File: config.mk
export PLATFORM = sky130hd
export DESIGN_NAME = regfile_wport_ctrl_flat
export DESIGN_NICKNAME = d
export VERILOG_FILES = /design/src/rtl/regfile_wport_ctrl_if.sv /design/src/rtl/regfile_wport_ctrl.sv /design/src/flat_wrapper.sv
export SDC_FILE = /design/constraint.sdc
export NUM_CORES = 1
export LEC_CHECK = 0
export ABC_CLOCK_PERIOD_IN_PS = 1500
export CORE_ASPECT_RATIO = 0.75
export CORE_MARGIN = 1.5
export CORE_UTILIZATION = 26
export CTS_CLUSTER_DIAMETER = 80
export DETAILED_ROUTE_END_ITERATION = 8
export GPL_ROUTABILITY_DRIVEN = 0
export GPL_TIMING_DRIVEN = 0
export MAX_ROUTING_LAYER = met4
export PLACE_DENSITY = 0.78
export SYNTH_ARGS = -nofsm -noshare
export SYNTH_HDL_FRONTEND = slang
export SYNTH_SLANG_ARGS = --single-unit
export TNS_END_PERCENT = 100
File: constraint.sdc
create_clock -name clk -period 1.5 [get_ports clk]
set_clock_uncertainty 0.2 [all_clocks]
set_input_delay 0.15 -clock clk [delete_from_list [all_inputs] [get_ports clk]]
set_output_delay 0.15 -clock clk [all_outputs]
set_load 0.1 [all_outputs]
File: src/rtl/regfile_wport_ctrl_if.sv
// Write-port bundle for regfile_wport_ctrl.
// Holds the core, host, clear-engine and register-file sides.
interface regfile_wport_ctrl_if #(
  parameter int AW = 5,
  parameter int DW = 32
);
  logic          core_we;
  logic [AW-1:0] core_wa;
  logic [DW-1:0] core_wd;
  logic          core_stall;
  logic          host_req;
  logic [AW-1:0] host_wa;
  logic [DW-1:0] host_wd;
  logic          host_ack;
  logic          clr_start;
  logic          clr_busy;
  logic          clr_done;
  logic          rf_we;
  logic [AW-1:0] rf_wa;
  logic [DW-1:0] rf_wd;

  modport master (
    input  core_we,
    input  core_wa,
    input  core_wd,
    output core_stall,
    input  host_req,
    input  host_wa,
    input  host_wd,
    output host_ack,
    input  clr_start,
    output clr_busy,
    output clr_done,
    output rf_we,
    output rf_wa,
    output rf_wd
  );

  modport slave (
    output core_we,
    output core_wa,
    output core_wd,
    input  core_stall,
    output host_req,
    output host_wa,
    output host_wd,
    input  host_ack,
    output clr_start,
    input  clr_busy,
    input  clr_done,
    input  rf_we,
    input  rf_wa,
    input  rf_wd
  );
endinterface

File: src/rtl/regfile_wport_ctrl.sv
// Write-port arbiter for the 32x32 register file:
// core writeback, host req/ack writes and a sequential clear engine.
module regfile_wport_ctrl #(
  parameter int AW         = 5,
  parameter int DW         = 32,
  parameter int CLR_LO     = 2,
  parameter int CLR_HI     = 25,
  parameter int STARVE_MAX = 4
) (
  input  logic                   clk,
  input  logic                   reset,
  regfile_wport_ctrl_if.master   bus
);

  localparam int SW = $clog2(STARVE_MAX + 1);

  typedef enum logic [1:0] {
    IDLE,
    CLEAR,
    DONE
  } state_t;

  state_t        state;
  logic [AW-1:0] clr_ptr;
  logic [SW-1:0] starve_cnt;
  logic          host_ack;
  logic          clr_done;

  logic          in_clr;
  logic          arb;
  logic          host_pend;
  logic          forced;
  logic          host_win;
  logic          core_win;

  logic          rf_we;
  logic [AW-1:0] rf_wa;
  logic [DW-1:0] rf_wd;

  // A request is not re-granted in its own ack cycle.
  always_comb begin
    in_clr    = (state == CLEAR);
    arb       = !in_clr;
    host_pend = bus.host_req & ~host_ack;
    forced    = arb & host_pend
              & (starve_cnt == SW'(STARVE_MAX));
    host_win  = arb & host_pend
              & (forced | ~bus.core_we);
    core_win  = arb & bus.core_we & ~forced;
  end

  // r0 is hardwired zero: grant proceeds, write is dropped.
  always_comb begin
    rf_we = 1'b0;
    rf_wa = '0;
    rf_wd = '0;
    unique case (1'b1)
      in_clr: begin
        rf_we = 1'b1;
        rf_wa = clr_ptr;
      end
      host_win: begin
        rf_we = (bus.host_wa != '0);
        rf_wa = bus.host_wa;
        rf_wd = bus.host_wd;
      end
      core_win: begin
        rf_we = (bus.core_wa != '0);
        rf_wa = bus.core_wa;
        rf_wd = bus.core_wd;
      end
      default: ;
    endcase
  end

  always_ff @(posedge clk) begin
    if (!reset) begin
      state      <= IDLE;
      clr_ptr    <= AW'(CLR_LO);
      starve_cnt <= '0;
      host_ack   <= 1'b0;
      clr_done   <= 1'b0;
    end else begin
      host_ack <= host_win;
      clr_done <= 1'b0;

      if (host_win)
        starve_cnt <= '0;
      else if (arb && host_pend &&
               starve_cnt != SW'(STARVE_MAX))
        starve_cnt <= starve_cnt + 1'b1;

      unique case (state)
        IDLE: begin
          if (bus.clr_start)
            state <= CLEAR;
        end
        CLEAR: begin
          if (clr_ptr == AW'(CLR_HI)) begin
            state    <= DONE;
            clr_done <= 1'b1;
          end else begin
            clr_ptr <= clr_ptr + 1'b1;
          end
        end
        DONE: begin
          clr_ptr <= AW'(CLR_LO);
          state   <= IDLE;
        end
        default: state <= IDLE;
      endcase
    end
  end

  assign bus.core_stall = in_clr | forced;
  assign bus.host_ack   = host_ack;
  assign bus.clr_busy   = in_clr;
  assign bus.clr_done   = clr_done;
  assign bus.rf_we      = rf_we;
  assign bus.rf_wa      = rf_wa;
  assign bus.rf_wd      = rf_wd;

endmodule

File: src/flat_wrapper.sv
// flat-port wrapper written by rule: the top's interface ports become plain ports
module regfile_wport_ctrl_flat 
#(
  parameter int AW         = 5,
  parameter int DW         = 32,
  parameter int CLR_LO     = 2,
  parameter int CLR_HI     = 25,
  parameter int STARVE_MAX = 4
)
  (clk, reset, bus_core_we, bus_core_wa, bus_core_wd, bus_core_stall, bus_host_req, bus_host_wa, bus_host_wd, bus_host_ack, bus_clr_start, bus_clr_busy, bus_clr_done, bus_rf_we, bus_rf_wa, bus_rf_wd);
  regfile_wport_ctrl_if #(.AW(AW), .DW(DW)) bus_i ();
  input  logic clk;
  input  logic reset;
  input wire logic [$bits(bus_i.core_we)-1:0] bus_core_we;
  input wire logic [$bits(bus_i.core_wa)-1:0] bus_core_wa;
  input wire logic [$bits(bus_i.core_wd)-1:0] bus_core_wd;
  output wire logic [$bits(bus_i.core_stall)-1:0] bus_core_stall;
  input wire logic [$bits(bus_i.host_req)-1:0] bus_host_req;
  input wire logic [$bits(bus_i.host_wa)-1:0] bus_host_wa;
  input wire logic [$bits(bus_i.host_wd)-1:0] bus_host_wd;
  output wire logic [$bits(bus_i.host_ack)-1:0] bus_host_ack;
  input wire logic [$bits(bus_i.clr_start)-1:0] bus_clr_start;
  output wire logic [$bits(bus_i.clr_busy)-1:0] bus_clr_busy;
  output wire logic [$bits(bus_i.clr_done)-1:0] bus_clr_done;
  output wire logic [$bits(bus_i.rf_we)-1:0] bus_rf_we;
  output wire logic [$bits(bus_i.rf_wa)-1:0] bus_rf_wa;
  output wire logic [$bits(bus_i.rf_wd)-1:0] bus_rf_wd;
  assign bus_i.core_we = bus_core_we;
  assign bus_i.core_wa = bus_core_wa;
  assign bus_i.core_wd = bus_core_wd;
  assign bus_core_stall = bus_i.core_stall;
  assign bus_i.host_req = bus_host_req;
  assign bus_i.host_wa = bus_host_wa;
  assign bus_i.host_wd = bus_host_wd;
  assign bus_host_ack = bus_i.host_ack;
  assign bus_i.clr_start = bus_clr_start;
  assign bus_clr_busy = bus_i.clr_busy;
  assign bus_clr_done = bus_i.clr_done;
  assign bus_rf_we = bus_i.rf_we;
  assign bus_rf_wa = bus_i.rf_wa;
  assign bus_rf_wd = bus_i.rf_wd;
  regfile_wport_ctrl #(.AW(AW), .DW(DW), .CLR_LO(CLR_LO), .CLR_HI(CLR_HI), .STARVE_MAX(STARVE_MAX)) u_core (.clk(clk), .reset(reset), .bus(bus_i));
endmodule
Word-level counts from Yosys, hierarchy flattened
Index checks and enable logic that the tools add are counted.

Input bits: 79. Output and inout bits: 42. Word-level logic and storage cells: 47. Register bits after elaboration: 12.

Add/subtract/negate cells: 2. Reduce and logical (&&, ||, !) cells: 11. Eq/ne operators: 8. Bitwise logic cells: 12. Multiplexer cells: 9.

Operator list (count): $pmux W32 S2 (1); $pmux W5 S3 (1); $pmux W5 S2 (1); $reduce_bool A5 Y1 (2); $and A1 B1 Y1 (6); $ne A2 B2 Y1 const B (3); $reduce_and A2 Y1 (3); $add A5 B1 Y5 const B (1); $eq A5 B5 Y1 const B (1); $mux W5 (1); $mux W2 (2); $not A1 Y1 (4); $pmux W2 S2 (1); $add A3 B1 Y3 const B (1); $eq A3 B3 Y1 const B (1); $ne A3 B3 Y1 const B (1); $pmux W1 S3 (1); $eq A2 B1 Y1 const B (1); $eq A2 B2 Y1 const B (1); $logic_and A1 B1 Y1 (2); $logic_not A2 Y1 (1); $or A1 B1 Y1 (2); $reduce_bool A2 Y1 (1); $reduce_or A2 Y1 (1); other kinds (2) (2).

Logic depth before layout (Yosys ltp)
Word-level depth: 7. Gate-level depth with buffers: 8. Gate-level depth less buffers: 5.

Worst setup path before layout
OpenSTA, ideal clock, no wires.

Path type: flip-flop to output port. Start: register u_core.host_ack, in the netlist u_core.bus.host_ack. End: output bus_rf_wd[12]. Stages on the path, launching flop included: 6. Arrival: 2.367 ns. Path slack: -1.217 ns. Path buffers: 2. Data required time: 1.150 ns. Cells stage by stage: dfxtp_1 > nand4b_1 > and3_4 > buf_6 > buf_6 > a22o_1.

Word-level cells in the longest chain between the ends: 7. Elaborated cells on any way between the ends: 9.

RTL lines: start, declared (RTL line regfile_wport_ctrl.sv:26) `logic host_ack;`; start signal, assigned (RTL line regfile_wport_ctrl.sv:84) `host_ack <= host_win;`; $not A1 Y1 * (RTL line regfile_wport_ctrl.sv:44) `host_pend = bus.host_req & ~host_ack;`; $and A1 B1 Y1 * (RTL line regfile_wport_ctrl.sv:44); $and A1 B1 Y1 * (RTL line regfile_wport_ctrl.sv:45, regfile_wport_ctrl.sv:47); $and A1 B1 Y1 (RTL line regfile_wport_ctrl.sv:46) `& (starve_cnt == SW'(STARVE_MAX));`; $or A1 B1 Y1 / $not A1 Y1 (equally long branches) (RTL line regfile_wport_ctrl.sv:48, regfile_wport_ctrl.sv:49); $and A1 B1 Y1, on equally long branches (RTL line regfile_wport_ctrl.sv:48, regfile_wport_ctrl.sv:49); $pmux W32 S2 * (RTL line regfile_wport_ctrl.sv:57) `unique case (1'b1)`; end, declared (RTL line flat_wrapper.sv:27) `output wire logic [$bits(bus_i.rf_wd)-1:0] bus_rf_wd;`.

Mark *: on every way between the ends. The rest lies on a longest branch, timed or not.

Worst setup path after layout
Start: register u_core.starve_cnt[0]. End: output bus_rf_wd[12].

Word-level cells in the longest chain between the ends: 5. Elaborated cells on any way between the ends: 7.

RTL lines: start, declared (RTL line regfile_wport_ctrl.sv:25) `logic [SW-1:0] starve_cnt;`; start signal, assigned (RTL line regfile_wport_ctrl.sv:91) `starve_cnt <= starve_cnt + 1'b1;`; $eq A3 B3 Y1 * (RTL line regfile_wport_ctrl.sv:46); $and A1 B1 Y1 * (RTL line regfile_wport_ctrl.sv:46); $or A1 B1 Y1 / $not A1 Y1 (equally long branches) (RTL line regfile_wport_ctrl.sv:48, regfile_wport_ctrl.sv:49); $and A1 B1 Y1, on equally long branches (RTL line regfile_wport_ctrl.sv:48, regfile_wport_ctrl.sv:49); $pmux W32 S2 * (RTL line regfile_wport_ctrl.sv:57).

Marked as above.

==> flow_summary_export.csv <==
group,metric,value,unit
floorplanning,core_area,4100,um^2
logic_synthesis,netlist_top_cells_count,"a22o_1 (32), dfxtp_1 (12), nand2_1 (8)",
logic_synthesis,synth-simple-area-share,21.6,%
worst_setup_path,cpMostUsedCell,"buf_12",
finish,area_delta_synth_final,212,%
clocking,path_clk_slew,0.05,ns
logic_synthesis,synthFlopType,"dfxtp_1",
logic_synthesis,yosysMostFrequentCell,"a22o_1",
routing,drtAntennaViolNets,0,
worst_setup_path,crit_chain,"inv_2 > ha_4 > nand4b_1 > and3_4 > buf_12 > buf_12 > a22o_4 > buf_12",
sta,final_hold_viol_count,0,
placed_design,portBuffers,120,
placed_design,dp_hpwl,3860,um
worst_setup_path,critPathMaxFanout,10,
logic_synthesis,synth_top_family_by_area,"compound AO/OA/AOI/OAI gates",
logic_synthesis,synth_top_area_share,25.0,%
finish,fill_cells,223,
finish,drive_gt1_share,49.8,%
power_and_ir_drop,p_int,0.00133,W
routing,drtPass1Iterations,4,
logic_synthesis,ys_warn_count,0,
floorplanning,io_pins,121,
logic_synthesis,synth_cell_types,35,
power_and_ir_drop,p_sw,0.00109,W
clocking,cts_root_buffer,"clkbuf_8",
floorplanning,die_h,59.9,um
sta,slew_headroom,64.0,%
routing,drt_iter0_drc,47,
logic_synthesis,async_flop_share,0,%
routing,viasPerCell,5.30,
power_and_ir_drop,power_density,692,nW/um^2
clocking,ctsLongestPathBuffers,2,
sta,rsz0062_at_grt,"yes",
finish,regArea,256,um^2
outcome,violations,"negative setup slack",
power_and_ir_drop,power_leakage,1.45,nW
clocking,cts_inserted_buffers,3,
grt,grt_usage,25.0,%
clocking,clkLatencyLatePin,0.24,ns
finish,diodes,0,
sta,period_share,148,%
logic_synthesis,synth_area,1120,um^2
finish,finish.utilization,85.5,%
finish,final_area,3510,um^2
grt,grt-ovfl-total,0,
grt,grt_pass1_vias,1751,
floorplanning,rows,20,
logic_synthesis,ys_seq_area_share,21.4,%
logic_synthesis,synth.net_count,215,
power_and_ir_drop,p_seq_share,14.1,%
floorplanning,start_util,27.3,%
routing,wl,6340,um
finish,final_nets,357,
clocking,cts_max_level,1,
power_and_ir_drop,sw_frac_of_total,45.0,%
sta,fin_crit,2.22,ns
routing,via_count,1740,
logic_synthesis,synth-compound-area-share,40.6,%
logic_synthesis,synth.area.mux_share,0,%
finish,multi_input_area,1170,um^2
floorplanning,dieArea,4720,um^2
job,maxCapViolCount,0,
power_and_ir_drop,ir_drop,0.000758,V
logic_synthesis,synth.avg_cell_area,8.50,um^2
placed_design,dpl_cell_area,2790,um^2
logic_synthesis,synthCells,132,
worst_setup_path,endpoint_kind,"output port",
worst_setup_path,crit_family,"buffers and inverters",
sta,slew_viol_final,0,
sta,worst_slack,-0.720,ns
power_and_ir_drop,p_clk_share,14.4,%
worst_setup_path,required,1.15,ns
logic_synthesis,synth_seq_cells,12,
worst_setup_path,worst_path_max_delay_cell,"dfxtp_2",
logic_synthesis,synth_xor_area_share,0,%
grt,antenna_found_initial,0,
sta,finalSetupViolations,41,
sta,fmax,451,MHz
clocking,hold_buffers,0,
logic_synthesis,synth-edff-count,0,
worst_hold_path,min_path_type,"register to register",
outcome,status,"finished with violations",
clocking,cts_sinks,12,
floorplanning,die-width,78.9,um
sta,tightestPinTransition,0.542,ns
routing,route.detailed.drc,0,
logic_synthesis,synth_top_area_cell,"a22o_1",
worst_setup_path,path_buf_inv,4,
logic_synthesis,synthAdderAreaFrac,4.46,%
clocking,cts_tree,"built",
power_and_ir_drop,combPwrFrac,71.5,%
routing,wl_per_cell,19.3,um
worst_setup_path,crit_arrival,1.87,ns
worst_setup_path,worst-setup-path-type,"register to output port",
worst_setup_path,slowest_delay,0.33,ns
grt,grt_max_degree,11,
grt,grt_pass1_wl,8850,um
logic_synthesis,synthTopCellsByArea,"a22o_1 (25%), dfxtp_1 (21%), buf_6 (6.0%), a221o_1 (5.4%), ha_1 (4.5%)",
worst_setup_path,critPathLaunchType,"register",
==> area by class of cell <==
cell class	count	area share (%)
timing repair buffer	139	51.1
multi-input combinational	102	33.4
sequential	12	7.31
buffer	9	3.75
tap	55	1.96
clock buffer	4	1.57
inverter	7	0.892
==> worst min-delay path, delay by kind of cell, from the launching register on <==
kind	cells	cell delay, ns
AND/OR/NAND/NOR	1	0.06
AO/OA/AOI/OAI	1	0.07
flip-flops	1	0.37
==> cells in the final DEF (no fill, tap or decap), drive strengths merged, types with 3 or more instances in the layout <==
master | synthesis | layout
a21oi | 7 | 7
a221o | 6 | 6
a22o | 32 | 32
and2 | 4 | 4
buf | 11 | 67
clkbuf | 0 | 5
clkdlybuf4s50 | 0 | 78
dfxtp | 12 | 12
ha | 4 | 4
inv | 7 | 7
nand2 | 8 | 8
nor2 | 5 | 5
nor2b | 3 | 3
nor3 | 5 | 5
o21ai | 7 | 7
==> cell families after synthesis <==
| family | Yosys count |
|---|---|
| AOI/OAI and AO/OA | 58 |
| adders and majority gates | 4 |
| buffers and inverters | 18 |
| DFF | 12 |
| and+or+nand+nor | 40 |
==> per-layer routing <==
metal	up-vias	GRT usage, %	routed length [um]
li1	805	-	-
met1	828	28.2	2400
met2	89	46.9	3260
met3	18	5.65	540
met4	0	3.51	144
met5	-	-	0
==> repair_timing <==
item / in CTS / in global routing
pin swaps: 4 / 8
buffers inserted: 17 / 6
resized for setup: 394 / 14
endpoints found under the setup margin: 46 / 46
cloned: 2 / 1
==> per-stage QoR <==
step                setup WS [ns]  total power [W]  hold slack (ns)  setup TNS (ns)  instances
floorplan                  -0.343          0.00133            0.105          -11.87        132
global placement            -1.51          0.00174            0.283          -56.79        307
detailed placement          -1.50          0.00174            0.289          -56.64        307
CTS                        -0.657          0.00238            0.293          -24.56        326
global route               -0.756          0.00250            0.370          -28.11        328
finish                     -0.720          0.00243            0.348          -26.53        328
==> power groups by stage <==
stage	clock network, W	logic [W]	registers (W)
6_report	0.000350	0.00174	0.000342
5_1_grt	0.000371	0.00178	0.000343
4_1_cts	0.000353	0.00169	0.000340
3_5_place_dp	0	0.00140	0.000346
3_3_place_gp	0	0.00139	0.000345
2_1_floorplan	0	0.000977	0.000350
==> worst paths after layout <==
kind,startpoint,end,slack [ns],cells past startpoint
min reg2reg,u_core.clr_ptr[0]$_SDFFE_PN0P_,u_core.clr_ptr[0]$_SDFFE_PN0P_,0.35,2
min,u_core.clr_ptr[0]$_SDFFE_PN0P_,u_core.clr_ptr[0]$_SDFFE_PN0P_,0.35,2
max reg2reg,u_core.clr_ptr[1]$_SDFFE_PN1P_,u_core.clr_ptr[2]$_SDFFE_PN0P_,-0.13,5
max,u_core.starve_cnt[0]$_SDFFE_PP0P_,bus_rf_wd[12],-0.72,8
==> flip-flops by register name, summed over array words and instances (netlist names) <==
signal	cells
u_core.starve_cnt	3
u_core.clr_ptr	5
u_core.state	2
u_core.bus.clr_done	1
u_core.bus.host_ack	1
Note: power is estimated with default switching activity, not from simulation.
